==> src/rtl/mux_scan_sequencer_pkg.sv <==
// Shared definitions for the mux scan sequencer: FSM state codes and per-channel cycle cost.
package mux_scan_pkg;

    localparam logic [1:0] IDLE    = 2'd0;
    localparam logic [1:0] SELECT  = 2'd1;
    localparam logic [1:0] PRESENT = 2'd2;
    localparam logic [1:0] FINISH  = 2'd3;

    // One settle cycle plus one present cycle per enabled channel (with ready held high).
    localparam int CHAN_CYCLES = 2;

endpackage

==> src/rtl/mux_scan_sequencer_if.sv <==
// Bundle between the scan sequencer and its environment: control, mux select/output,
// and the valid/ready sample stream.
interface mux_scan_sequencer_if #(
    parameter int N = 8,
    parameter int M = $clog2(N)
);
    logic         start;
    logic [N-1:0] chan_mask;
    logic [M-1:0] sel;
    logic         mux_out;
    logic         sample_valid;
    logic         sample_ready;
    logic [M-1:0] sample_chan;
    logic         sample_bit;
    logic [N-1:0] frame;
    logic         busy;
    logic         done;

    modport master (
        input  start, chan_mask, mux_out, sample_ready,
        output sel, sample_valid, sample_chan, sample_bit, frame, busy, done
    );

    modport slave (
        output start, chan_mask, mux_out, sample_ready,
        input  sel, sample_valid, sample_chan, sample_bit, frame, busy, done
    );
endinterface

==> src/rtl/mux_scan_sequencer_next_chan.sv <==
// Finds the lowest set mask bit above the current index (or at it when include_current is set).
// Purely combinational, no latency, no backpressure.
module mux_next_chan #(
    parameter int N = 8,
    parameter int M = $clog2(N)
) (
    input  logic [N-1:0] mask,
    input  logic [M-1:0] cur,
    input  logic         include_current,
    output logic [M-1:0] nxt,
    output logic         found
);

    // Descending walk so the last hit, i.e. the lowest qualifying index, wins.
    always_comb begin
        nxt   = '0;
        found = 1'b0;
        for (int i = N - 1; i >= 0; i--) begin
            if (mask[i] && ((i > int'(cur)) || (include_current && (i == int'(cur))))) begin
                nxt   = M'(i);
                found = 1'b1;
            end
        end
    end

endmodule

==> src/rtl/mux_scan_sequencer.sv <==
// Sequences a shared N:1 bit mux over the enabled channels; 2 cycles per channel, done 1 cycle later.
// Each sample is held on the valid/ready stream until accepted; ready low stalls indefinitely.
module mux_scan_sequencer
    import mux_scan_pkg::*;
#(
    parameter int N = 8,
    parameter int M = $clog2(N)
) (
    input  logic                   clk,
    input  logic                   rst_n,
    mux_scan_sequencer_if.master   bus
);

    logic [1:0]   state;
    logic [N-1:0] mask_q;
    logic [M-1:0] sel_q;
    logic         valid_q;
    logic [M-1:0] chan_q;
    logic         bit_q;
    logic [N-1:0] frame_q;

    logic [N-1:0] srch_mask;
    logic [M-1:0] srch_cur;
    logic         srch_incl;
    logic [M-1:0] srch_nxt;
    logic         srch_found;

    // One search unit: first channel from the live mask in IDLE, successor from the latched mask later.
    always_comb begin
        srch_mask = mask_q;
        srch_cur  = chan_q;
        srch_incl = 1'b0;
        if (state == IDLE) begin
            srch_mask = bus.chan_mask;
            srch_cur  = '0;
            srch_incl = 1'b1;
        end
    end

    mux_next_chan #(.N(N), .M(M)) u_next_chan (
        .mask            (srch_mask),
        .cur             (srch_cur),
        .include_current (srch_incl),
        .nxt             (srch_nxt),
        .found           (srch_found)
    );

    always_ff @(posedge clk) begin
        if (!rst_n) begin
            state   <= IDLE;
            mask_q  <= '0;
            sel_q   <= '0;
            valid_q <= 1'b0;
            chan_q  <= '0;
            bit_q   <= 1'b0;
            frame_q <= '0;
        end else begin
            case (state)
                IDLE: begin
                    if (bus.start) begin
                        mask_q  <= bus.chan_mask;
                        frame_q <= '0;
                        if (srch_found) begin
                            sel_q <= srch_nxt;
                            state <= SELECT;
                        end else begin
                            state <= FINISH;
                        end
                    end
                end
                SELECT: begin
                    bit_q          <= bus.mux_out;
                    chan_q         <= sel_q;
                    frame_q[sel_q] <= bus.mux_out;
                    valid_q        <= 1'b1;
                    state          <= PRESENT;
                end
                PRESENT: begin
                    if (bus.sample_ready) begin
                        valid_q <= 1'b0;
                        if (srch_found) begin
                            sel_q <= srch_nxt;
                            state <= SELECT;
                        end else begin
                            state <= FINISH;
                        end
                    end
                end
                FINISH: begin
                    state <= IDLE;
                end
                default: begin
                    state <= IDLE;
                end
            endcase
        end
    end

    assign bus.sel          = sel_q;
    assign bus.sample_valid = valid_q;
    assign bus.sample_chan  = chan_q;
    assign bus.sample_bit   = bit_q;
    assign bus.frame        = frame_q;
    assign bus.busy         = (state != IDLE);
    assign bus.done         = (state == FINISH);

endmodule

==> src/flat_wrapper.sv <==
// flat-port wrapper written by rule: the top's interface ports become plain ports
module mux_scan_sequencer_flat import mux_scan_pkg::*;
#(
    parameter int N = 8,
    parameter int M = $clog2(N)
)
  (clk, rst_n, bus_start, bus_chan_mask, bus_mux_out, bus_sample_ready, bus_sel, bus_sample_valid, bus_sample_chan, bus_sample_bit, bus_frame, bus_busy, bus_done);
  mux_scan_sequencer_if #(.N(N), .M(M)) bus_i ();
  input  logic clk;
  input  logic rst_n;
  input wire logic [$bits(bus_i.start)-1:0] bus_start;
  input wire logic [$bits(bus_i.chan_mask)-1:0] bus_chan_mask;
  input wire logic [$bits(bus_i.mux_out)-1:0] bus_mux_out;
  input wire logic [$bits(bus_i.sample_ready)-1:0] bus_sample_ready;
  output wire logic [$bits(bus_i.sel)-1:0] bus_sel;
  output wire logic [$bits(bus_i.sample_valid)-1:0] bus_sample_valid;
  output wire logic [$bits(bus_i.sample_chan)-1:0] bus_sample_chan;
  output wire logic [$bits(bus_i.sample_bit)-1:0] bus_sample_bit;
  output wire logic [$bits(bus_i.frame)-1:0] bus_frame;
  output wire logic [$bits(bus_i.busy)-1:0] bus_busy;
  output wire logic [$bits(bus_i.done)-1:0] bus_done;
  assign bus_i.start = bus_start;
  assign bus_i.chan_mask = bus_chan_mask;
  assign bus_i.mux_out = bus_mux_out;
  assign bus_i.sample_ready = bus_sample_ready;
  assign bus_sel = bus_i.sel;
  assign bus_sample_valid = bus_i.sample_valid;
  assign bus_sample_chan = bus_i.sample_chan;
  assign bus_sample_bit = bus_i.sample_bit;
  assign bus_frame = bus_i.frame;
  assign bus_busy = bus_i.busy;
  assign bus_done = bus_i.done;
  mux_scan_sequencer #(.N(N), .M(M)) u_core (.clk(clk), .rst_n(rst_n), .bus(bus_i));
endmodule
==> config.mk <==
export PLATFORM = sky130hd
export DESIGN_NAME = mux_scan_sequencer_flat
export DESIGN_NICKNAME = d
export VERILOG_FILES = /design/src/rtl/mux_scan_sequencer_pkg.sv /design/src/rtl/mux_scan_sequencer_if.sv /design/src/rtl/mux_scan_sequencer_next_chan.sv /design/src/rtl/mux_scan_sequencer.sv /design/src/flat_wrapper.sv
export SDC_FILE = /design/constraint.sdc
export NUM_CORES = 1
export LEC_CHECK = 0
export CAP_MARGIN = 0
export CORE_AREA = 3 3 61 63
export DETAILED_ROUTE_END_ITERATION = 16
export DIE_AREA = 0 0 64 66
export GPL_ROUTABILITY_DRIVEN = 0
export PLACE_DENSITY = 0.75
export SETUP_SLACK_MARGIN = 0.4
export SLEW_MARGIN = 20
export SYNTH_ARGS = -nofsm -noshare
export SYNTH_HDL_FRONTEND = slang
export SYNTH_SLANG_ARGS = --single-unit
==> constraint.sdc <==
create_clock -name clk -period 2.9 [get_ports clk]
set_clock_uncertainty 0.15 [all_clocks]
set_input_delay 0.58 -clock clk [delete_from_list [all_inputs] [get_ports clk]]
set_output_delay 0.58 -clock clk [all_outputs]
set_load 0.03 [all_outputs]
==> results of run 1 <==
## cells in the final DEF, fill, tap and decap left out, types with 3 or more instances in the layout
| cell type | count |
|---|---|
| clkdlybuf4s50_1 | 28 |
| and2_1 | 3 |
| clkbuf_4 | 3 |
| inv_1 | 3 |
| a21oi_1 | 25 |
| o211ai_1 | 5 |
| dfxtp_1 | 25 |
| nor2_1 | 6 |
| buf_4 | 3 |
| nand2_1 | 30 |
| nor2b_1 | 3 |
| o21ai_0 | 5 |
| nand3_1 | 20 |
## sequential cells by signal, indices dropped and copies added (netlist names)
name,count
u_core.bus.frame,8
u_core.mask_q,7
u_core.bus.sample_chan,3
u_core.bus.sel,3
u_core.state,2
u_core.bus.sample_bit,1
u_core.bus.sample_valid,1
## final cells by class
| class | count | area [µm²] |
|---|---|---|
| fill | 312 | 1550 |
| multi-input combinational | 133 | 812 |
| sequential | 25 | 500 |
| timing repair buffer | 33 | 324 |
| tap | 46 | 57.6 |
| clock buffer | 3 | 22.5 |
| inverter | 4 | 15.0 |
| clock inverter | 1 | 5.00 |
## per-layer routing
layer	vias up	routed length (µm)
met1	620	1630
met5	-	0
met2	33	1650
met4	0	0
li1	676	-
met3	0	138
## through the flow
stage / cell area (µm²) / total power, mW
2_1_floorplan: 1390 / 0.637
3_3_place_gp: 1710 / 0.724
3_5_place_dp: 1710 / 0.727
4_1_cts: 1730 / 0.886
5_1_grt: 1740 / 0.934
6_report: 1740 / 0.876
## power groups by stage
stage / clock network, mW / registers (mW) / logic [mW]
detailed placement: 0 / 0.411 / 0.316
global placement: 0 / 0.410 / 0.314
CTS: 0.167 / 0.404 / 0.315
finish: 0.158 / 0.404 / 0.314
floorplan: 0 / 0.417 / 0.220
global route: 0.181 / 0.409 / 0.344
## worst max path at each step
stage	startpoint	depth (start not counted)	slack, ns	endpoint
after CTS	u_core.state[0]$_SDFFE_PN0P_	3	0.45	bus_done
after floorplan	bus_chan_mask[0]	5	0.90	u_core.state[1]$_SDFFE_PN0P_
after detailed placement	bus_chan_mask[1]	6	0.38	u_core.state[1]$_SDFFE_PN0P_
after global placement	bus_chan_mask[1]	6	0.40	u_core.state[1]$_SDFFE_PN0P_
after global routing	u_core.bus.sel[2]$_SDFFE_PN0P_	1	0.45	bus_sel[2]
final	u_core.bus.sample_chan[2]$_SDFFE_PN0P_	1	0.53	bus_sample_chan[2]
## cell families (layout without fill, tap and decap cells)
logic type	after synthesis	count (layout)	synth area share, %
buffers and inverters	17	41	5.67
AND/OR/NAND/NOR	78	78	29.3
flip-flops	25	25	36.0
multiplexers	1	1	1.08
AO/OA/AOI/OAI	54	54	28.0
## what timing repair did
item,4_1_cts,5_1_grt
gates resized for setup,1,1
setup buffers,0,0
cloned,0,0
setup endpoints to repair,1,1
==> summary.md, run 1 <==
| Metric | Value |
|---|---|
| Port Buf Inserts | `30` |
| Highest clock rate | `422 MHz` |
| Hold Path Sink | `u_core.bus.sample_bit$_SDFFE_PN0P_` |
| Static leakage | `0.594 nW` |
| Gr busiest metal | `met2` |
| TritonCTS clock tree | `yes` |
| Post-synthesis sequential area ratio | `36.0%` |
| Worst hold path type | `reg2reg` |
| Final setup viols | `0` |
| CP delay by family, top | `buffers and inverters` |
| Synth warnings | `0` |
| Final min period | `2.37 ns` |
| Top cell type's share of synthesized area | `36.0%` |
| Post-Synthesis Cells | `175` |
| Cts-stage hold buffer count | `0` |
| Pint | `0.550 mW` |
| CTS H-tree lvls | `1` |
| # nets final | `213` |
| Crit path DAT | `1.64 ns` |
| Crit-path slowest cell | `clkdlybuf4s50_1` |
| Worst Setup Slack, final | `0.528 ns` |
| Starting Density | `42.4%` |
| Worst hold path cell count | `2` |
| Met1 Use GR | `22.5%` |
| Commonest cells post-synth | `nand2_1 (30), a21oi_1 (25), dfxtp_1 (25)` |
| Worst-Margin Slew | `0.517 ns` |
| WL/cell | `13.9 µm` |
| Worst R2R Path Depth | `6` |
| Crit Reg-Reg Endpoint | `u_core.bus.sel[1]$_SDFFE_PN0P_` |
| Net Sw Frac | `37.2%` |
| Final period utilization | `81.8%` |
| RR Startpoint | `u_core.state[1]$_SDFFE_PN0P_` |
| Layout Utilization | `52.9%` |
| Antenna cells | `0` |
| Antenna Violating Nets Remaining | `0` |
| Core area | `0.00328 mm²` |
| Outcome | `completed` |
| Maximum vdd ir drop | `214 µV` |
| Dpl hpwl | `2490 µm` |
| Register bit total from synthesis | `25` |
| Startpoint types | `register` |
| Post-synth EDFFs | `0` |
| Comb power frac | `35.8%` |
| Yosys cell types | `43` |
| Post-route insts no fill | `245` |
| Layout cells sized above 1 | `10.6%` |
| Relative max-transition margin | `65.5%` |
| Synth area leaders | `dfxtp_1 (36%), a21oi_1 (9.0%), nand2_1 (8.1%)` |
| Vias | `1329` |
| Top-count cell post-synth | `nand2_1` |
| # Max-Cap Violations | `0` |
| Setup_tns | `0 ns` |
| RSZ-0062 raised after global routing | `no` |
| Initial antenna violation count | `0` |
| Clk slew on worst S/H paths | `0.14 ns` |
| Met3 Usage GRT | `2.55%` |
| GR Util met2 | `27.9%` |
| Vias in the first global route | `1249` |
| CP Capture Type | `output pin` |
| Crit Path Class | `reg2out` |
| Drt drc | `0` |
| Hold Crit Start | `u_core.bus.sample_bit$_SDFFE_PN0P_` |
| CP Buf/Inv Count | `1` |
| Clock Path Buffers | `2` |
| Clock Latency Late Sink | `0.32 ns` |
| Post-Route WL | `3420 µm` |
| Main synth FF type | `dfxtp_1` |
| Mapped Area | `0.00139 mm²` |
| Rows | `21` |
| Cts bufs inserted | `3` |
| Die height | `66 µm` |
| First-pass GRT wire length | `5760 µm` |
| Register-to-Register Setup Slack | `0.87 ns` |
| Vias/cell | `5.42` |
| Post-synth ARST share | `0%` |
| Clock Tree Root | `clkbuf_4` |
| Clk pwr share | `18.1%` |
| Initial drt markers | `106` |
| CTS Sinks | `25` |
| Seq pwr share | `46.1%` |
| Post-synth top area cell | `dfxtp_1` |
| Overflow left after global routing | `0` |
| Die X | `64 µm` |
| Final hold slack | `0.318 ns` |
| Cells along the critical path | `clkdlybuf4s50_1` |
| Pre-antenna DRT Iters | `4` |
| Number of cells after detailed placement | `241` |
| Area Growth Syn to Fin | `24.8%` |
| PwrDens | `504 mW/mm²` |
| Crit-path max cell delay | `0.75 ns` |
| Post-Place Worst Slack | `0.381 ns` |
| Syn Area/Cell | `7.95 µm²` |
| Largest net degree at the start of global routing | `19` |
| Final Hold Viols | `0` |
| Total GRT Usage | `16.9%` |
| Slew Limit Fails | `0` |
| # IOs | `31` |
| CP Max Fanout | `11` |
| Synthesized Nets | `188` |
| Total die area | `0.00422 mm²` |
| Worst endpoint required time | `2.17 ns` |
| NetSw | `0.326 mW` |
(Power assumes the default switching activity.)
==> run 2, diff against run 1 <==
Clock period 2.9 ns to 2.4 ns, I/O delays scaled along.
==> run 2 against run 1 <==
  * Cell count increased by 1.6%
  * Critical path depth up 5
  * Die area unchanged
  * Total power rose by 22%
  * Design area grew 2.5%
  * Sequential cell count unchanged
  * Sequential share of layout area decreased by 0.36 points
  * Clock-buffer cell count unchanged
  * Global-route usage about the same
  * Non-clock buffer count rose by 4
  * Routed wire length decreased by 1.5%
  * Register-to-register slack got worse by 0.36 ns
  * Highest routed layer is now met4
==> summary.md, run 2 (synthesis results as in run 1) <==
| Metric | Value |
|---|---|
| Outcome | `completed` |
| CP Max Fanout | `7` |
| TritonCTS clock tree | `yes` |
| Fill count | `324` |
| Final period utilization | `78.7%` |
| Cts bufs inserted | `3` |
| # Max-Cap Violations | `0` |
| Dpl hpwl | `2470 µm` |
| Worst hold path type | `in2reg` |
| PwrDens | `600 mW/mm²` |
| Maximum vdd ir drop | `204 µV` |
| Post-Route WL | `3370 µm` |
| Clk slew on worst S/H paths | `0.14 ns` |
| Most common cell after layout, fill and taps aside | `nand2_1` |
| Worst R2R Path Depth | `6` |
| Highest clock rate | `530 MHz` |
| Pint | `0.670 mW` |
| Clock Latency Late Sink | `0.32 ns` |
| Vias | `1349` |
| Clock Tree Root | `clkbuf_4` |
| Crit Path Class | `reg2reg` |
| Vias/cell | `5.42` |
| Pre-antenna DRT Iters | `4` |
| Seq pwr share | `46.2%` |
| Crit path DAT | `1.97 ns` |
| Worst hold path cell count | `3` |
| # IOs | `31` |
| Port Buf Inserts | `30` |
| Drt drc | `0` |
| Slew Limit Fails | `0` |
| NetSw | `0.399 mW` |
| Worst-Margin Slew | `0.506 ns` |
| Antenna Violating Nets Remaining | `0` |
| Largest net degree at the start of global routing | `19` |
| Final min period | `1.89 ns` |
| Final Hold Viols | `0` |
| Commonest cells after routing, fill and taps aside | `nand2_1 (30), a21oi_1 (25), nand3_1 (20), dfxtp_1 (20), dlygate4sd2_1 (14)` |
| Area Growth Syn to Fin | `28.0%` |
| RSZ-0062 raised after global routing | `no` |
| Static leakage | `0.756 nW` |
| First-pass GRT wire length | `5660 µm` |
| CP Capture Type | `register` |
| Layout cells sized above 1 | `15.8%` |
| CTS H-tree lvls | `1` |
| PnR Total Power | `1.07 mW` |
| Total die area | `0.00422 mm²` |
| WL/cell | `13.5 µm` |
| Starting Density | `42.4%` |
| Final setup viols | `0` |
| Overflow left after global routing | `0` |
| Rows | `21` |
| Initial antenna violation count | `0` |
| Relative max-transition margin | `66.2%` |
| Setup_tns | `0 ns` |
| Total GRT Usage | `16.8%` |
| Die X | `64 µm` |
| Clock Path Buffers | `2` |
| Net Sw Frac | `37.3%` |
| # nets final | `217` |
| Die height | `66 µm` |
| Initial drt markers | `85` |
| Final hold slack | `0.309 ns` |
| Antenna cells | `0` |
| CTS Sinks | `25` |
| Largest register FFs | `8` |
| Startpoint types | `register` |
| Worst endpoint required time | `2.48 ns` |
| Core area | `0.00328 mm²` |
| Vias in the first global route | `1237` |
| Comb power frac | `35.7%` |
| Cts-stage hold buffer count | `0` |
| Clk pwr share | `18.1%` |
run 2: repair_timing:
action / CTS / global route
endpoints found under the setup margin: 17 / 10
pin swaps: 3 / 5
resized for setup: 17 / 15
setup buffers: 1 / 0
gates cloned: 0 / 0
run 2: layout make-up:
type	count	area, µm²	area share, %
multi-input combinational	133	821	46.1
sequential	25	507	28.5
timing repair buffer	37	353	19.8
tap	46	57.6	3.23
clock buffer	3	22.5	1.26
inverter	4	15.0	0.843
clock inverter	1	5.00	0.281
run 2: worst max-delay path: stages (launching register included):
cell      delay [ns]
dfxtp_1         0.39
buf_4           0.18
o21ba_2         0.24
a22oi_1         0.19
or3b_1          0.37
o211ai_1        0.18
o21ai_1         0.09
run 2: worst paths after layout:
check / start / endpoint / slack [ns]
hold reg to reg: u_core.bus.sample_bit$_SDFFE_PN0P_ / u_core.bus.sample_bit$_SDFFE_PN0P_ / 0.31
setup reg to reg: u_core.state[0]$_SDFFE_PN0P_ / u_core.bus.sel[1]$_SDFFE_PN0P_ / 0.51
setup / recovery: u_core.state[0]$_SDFFE_PN0P_ / u_core.bus.sel[1]$_SDFFE_PN0P_ / 0.51
hold / removal: bus_chan_mask[3] / u_core.mask_q[3]$_SDFFE_PN0P_ / 0.31
run 2: metal layers:
layer,global-route usage [%],share of wire [%],up-vias,wire (µm)
met5,0,0,-,0
met4,6.74,0.80,0,27
met3,2.55,4.7,2,157
met2,28.5,48,29,1600
met1,21.3,47,634,1580
li1,-,-,684,-
run 2: power groups by stage:
stage                     Combinational (mW)  Sequential, mW  Clock (mW)
after global placement                 0.383           0.500           0
final                                  0.382           0.494       0.193
after CTS                              0.379           0.492       0.204
after floorplan                        0.265           0.504           0
after global routing                   0.420           0.502       0.218
after detailed placement               0.385           0.501           0
run 2: stage by stage:
step                util (%)  worst slack, ns  cells  instance area [µm²]
floorplan                  -            0.430    175                 1390
global placement        53.1           0.0231    244                 1740
detailed placement      53.1          0.00498    244                 1740
CTS                     53.6            0.320    249                 1760
global route            54.2            0.403    249                 1780
finish                  54.2            0.512    249                 1780
==> run 3, diff against run 2 <==
Settings changed: PLACE_DENSITY 0.75 to 0.77.
Clock period 2.4 ns to 1.7 ns, I/O delays scaled along.
==> run 3 against run 2 <==
  * The run now ends with setup timing left
  * Via count rose by 19%
  * Fmax rose by 4.0%
  * Die area did not move
  * Cell count rose by 15%
  * First-iteration DRC count rose by 47%
  * Sequential cell count did not move
  * Design area rose by 31%
  * Critical path type unchanged
  * Highest routed layer unchanged
==> summary.md, run 3 (synthesis results as in run 1) <==
| Metric | Value |
|---|---|
| Antenna Violating Nets Remaining | `0` |
| Final hold slack | `0.324 ns` |
| Die height | `66 µm` |
| RSZ-0062 raised after global routing | `yes` |
| Total die area | `0.00422 mm²` |
| Vias/cell | `5.61` |
| Worst Setup Slack, final | `-0.116 ns` |
| Maximum vdd ir drop | `385 µV` |
| Cell area after layout | `0.00233 mm²` |
| Failing checks | `setup timing` |
| TritonCTS clock tree | `yes` |
| Slew Limit Fails | `0` |
| Crit-path max cell delay | `0.40 ns` |
| Largest net degree at the start of global routing | `16` |
| Hold Crit Start | `u_core.bus.frame[3]$_SDFFE_PN0P_` |
| Startpoint types | `register` |
| # IOs | `31` |
| Post-route insts no fill | `286` |
| Register-to-Register Setup Slack | `-0.12 ns` |
| Commonest cells after routing, fill and taps aside | `buf_4 (36), nand2_1 (25), buf_6 (25)` |
| Worst endpoint required time | `1.79 ns` |
| CTS Sinks | `25` |
| Crit Reg-Reg Endpoint | `u_core.bus.sel[1]$_SDFFE_PN0P_` |
| Starting Density | `42.4%` |
| Dpl cell area | `0.00197 mm²` |
| Static leakage | `0.890 nW` |
| Relative max-transition margin | `68.5%` |
| Final period utilization | `107%` |
| Area Growth Syn to Fin | `67.5%` |
| Layout Utilization | `71.0%` |
| Crit-path slowest cell | `dfxtp_4` |
| Port Buf Inserts | `30` |
| Worst hold path type | `reg2reg` |
| Final min period | `1.82 ns` |
| Fill count | `233` |
| CP startpoint | `u_core.state[0]$_SDFFE_PN0P_` |
| Outcome | `complete, but fails checks` |
| Clock Path Buffers | `2` |
| RR Startpoint | `u_core.state[0]$_SDFFE_PN0P_` |
| Final Hold Viols | `0` |
| Clock Latency Late Sink | `0.34 ns` |
| Layout cells sized above 1 | `56.3%` |
| Post-Route WL | `4830 µm` |
| Crit Path Class | `reg2reg` |
| Overflow left after global routing | `0` |
| Dpl hpwl | `2690 µm` |
| # nets final | `254` |
| Worst-Margin Slew | `0.471 ns` |
| Vias in the first global route | `1533` |
| Drt drc | `0` |
| Most common cell after layout, fill and taps aside | `buf_4` |
| PwrDens | `796 mW/mm²` |
| Final setup viols | `6` |
| Hold Path Sink | `u_core.bus.frame[3]$_SDFFE_PN0P_` |
| WL/cell | `16.9 µm` |
| Largest register FFs | `8` |
| Initial antenna violation count | `0` |
| Vias | `1604` |
| Core area | `0.00328 mm²` |
| Cts-stage hold buffer count | `0` |
| Highest clock rate | `551 MHz` |
| Crit path DAT | `1.91 ns` |
| Number of cells after detailed placement | `269` |
| # Max-Cap Violations | `0` |
| Total GRT Usage | `19.9%` |
| Clock Tree Root | `clkbuf_4` |
| CP Capture Type | `register` |
| Rows | `21` |
| CTS H-tree lvls | `1` |
| Worst R2R Path Depth | `6` |
| CP Max Fanout | `4` |
| Initial drt markers | `125` |
| Die X | `64 µm` |
| Worst hold path cell count | `2` |
| Cells along the critical path | `nor2_4 -> inv_6 -> mux2_4 -> or3b_1 -> o211ai_1 -> o21ai_1` |
| Clk slew on worst S/H paths | `0.16 ns` |
| Pre-antenna DRT Iters | `4` |
| Cts bufs inserted | `3` |
| Antenna cells | `0` |
| First-pass GRT wire length | `6850 µm` |
[run 3: final cells by class]
class | instances | area, µm² | share of cell area [%]
Multi-Input combinational cell | 133 | 1000 | 42.9
Timing Repair Buffer | 74 | 688 | 29.5
Sequential cell | 25 | 536 | 23.0
Tap cell | 46 | 57.6 | 2.47
Clock buffer | 3 | 22.5 | 0.966
Inverter | 4 | 20.0 | 0.859
Clock inverter | 1 | 7.51 | 0.322
[run 3: routing by layer]
metal | global-route usage (%) | wire length, µm | vias to the layer above
met5 | 0 | 0 | -
met4 | 7.82 | 106 | 0
met3 | 1.87 | 203 | 13
met2 | 32.8 | 2460 | 56
met1 | 26.8 | 2050 | 776
li1 | - | - | 759
[run 3: what timing repair did]
| action | CTS | global route |
|---|---|---|
| endpoints found under the setup margin | 37 | 41 |
| pin swaps | 24 | 7 |
| buffers inserted | 9 | 4 |
| resized for setup | 148 | 31 |
[run 3: worst max-delay path by stage]
stage / slack [ns] / cells after the start / end
finish: -0.12 / 6 / u_core.bus.sel[1]$_SDFFE_PN0P_
global route: -0.20 / 7 / u_core.state[1]$_SDFFE_PN0P_
CTS: -0.10 / 7 / u_core.state[1]$_SDFFE_PN0P_
detailed placement: -0.56 / 6 / u_core.state[1]$_SDFFE_PN0P_
global placement: -0.53 / 6 / u_core.state[1]$_SDFFE_PN0P_
floorplan: -0.09 / 6 / u_core.state[1]$_SDFFE_PN0P_
[run 3: worst max-delay path, delay by kind of cell (launching register included)]
family          cells  cell delay, ns
simple gates        2            0.51
flops               1            0.40
mux                 1            0.31
compound gates      2            0.31
buf+inv             1            0.05
[run 3: power breakdown]
group | internal [mW] | switching [mW]
Sequential | 0.634 | 0.0470
Combinational | 0.408 | 0.469
Clock | 0.0902 | 0.209
Total | 1.13 | 0.724
[run 3: per-stage QoR]
| stage | setup WS (ns) | setup TNS (ns) | power, mW |
|---|---|---|---|
| floorplan | -0.0948 | -0.254 | 1.13 |
| global placement | -0.531 | -1.68 | 1.37 |
| detailed placement | -0.562 | -1.84 | 1.38 |
| CTS | -0.102 | -0.298 | 1.75 |
| global route | -0.204 | -0.753 | 1.93 |
| finish | -0.116 | -0.383 | 1.86 |
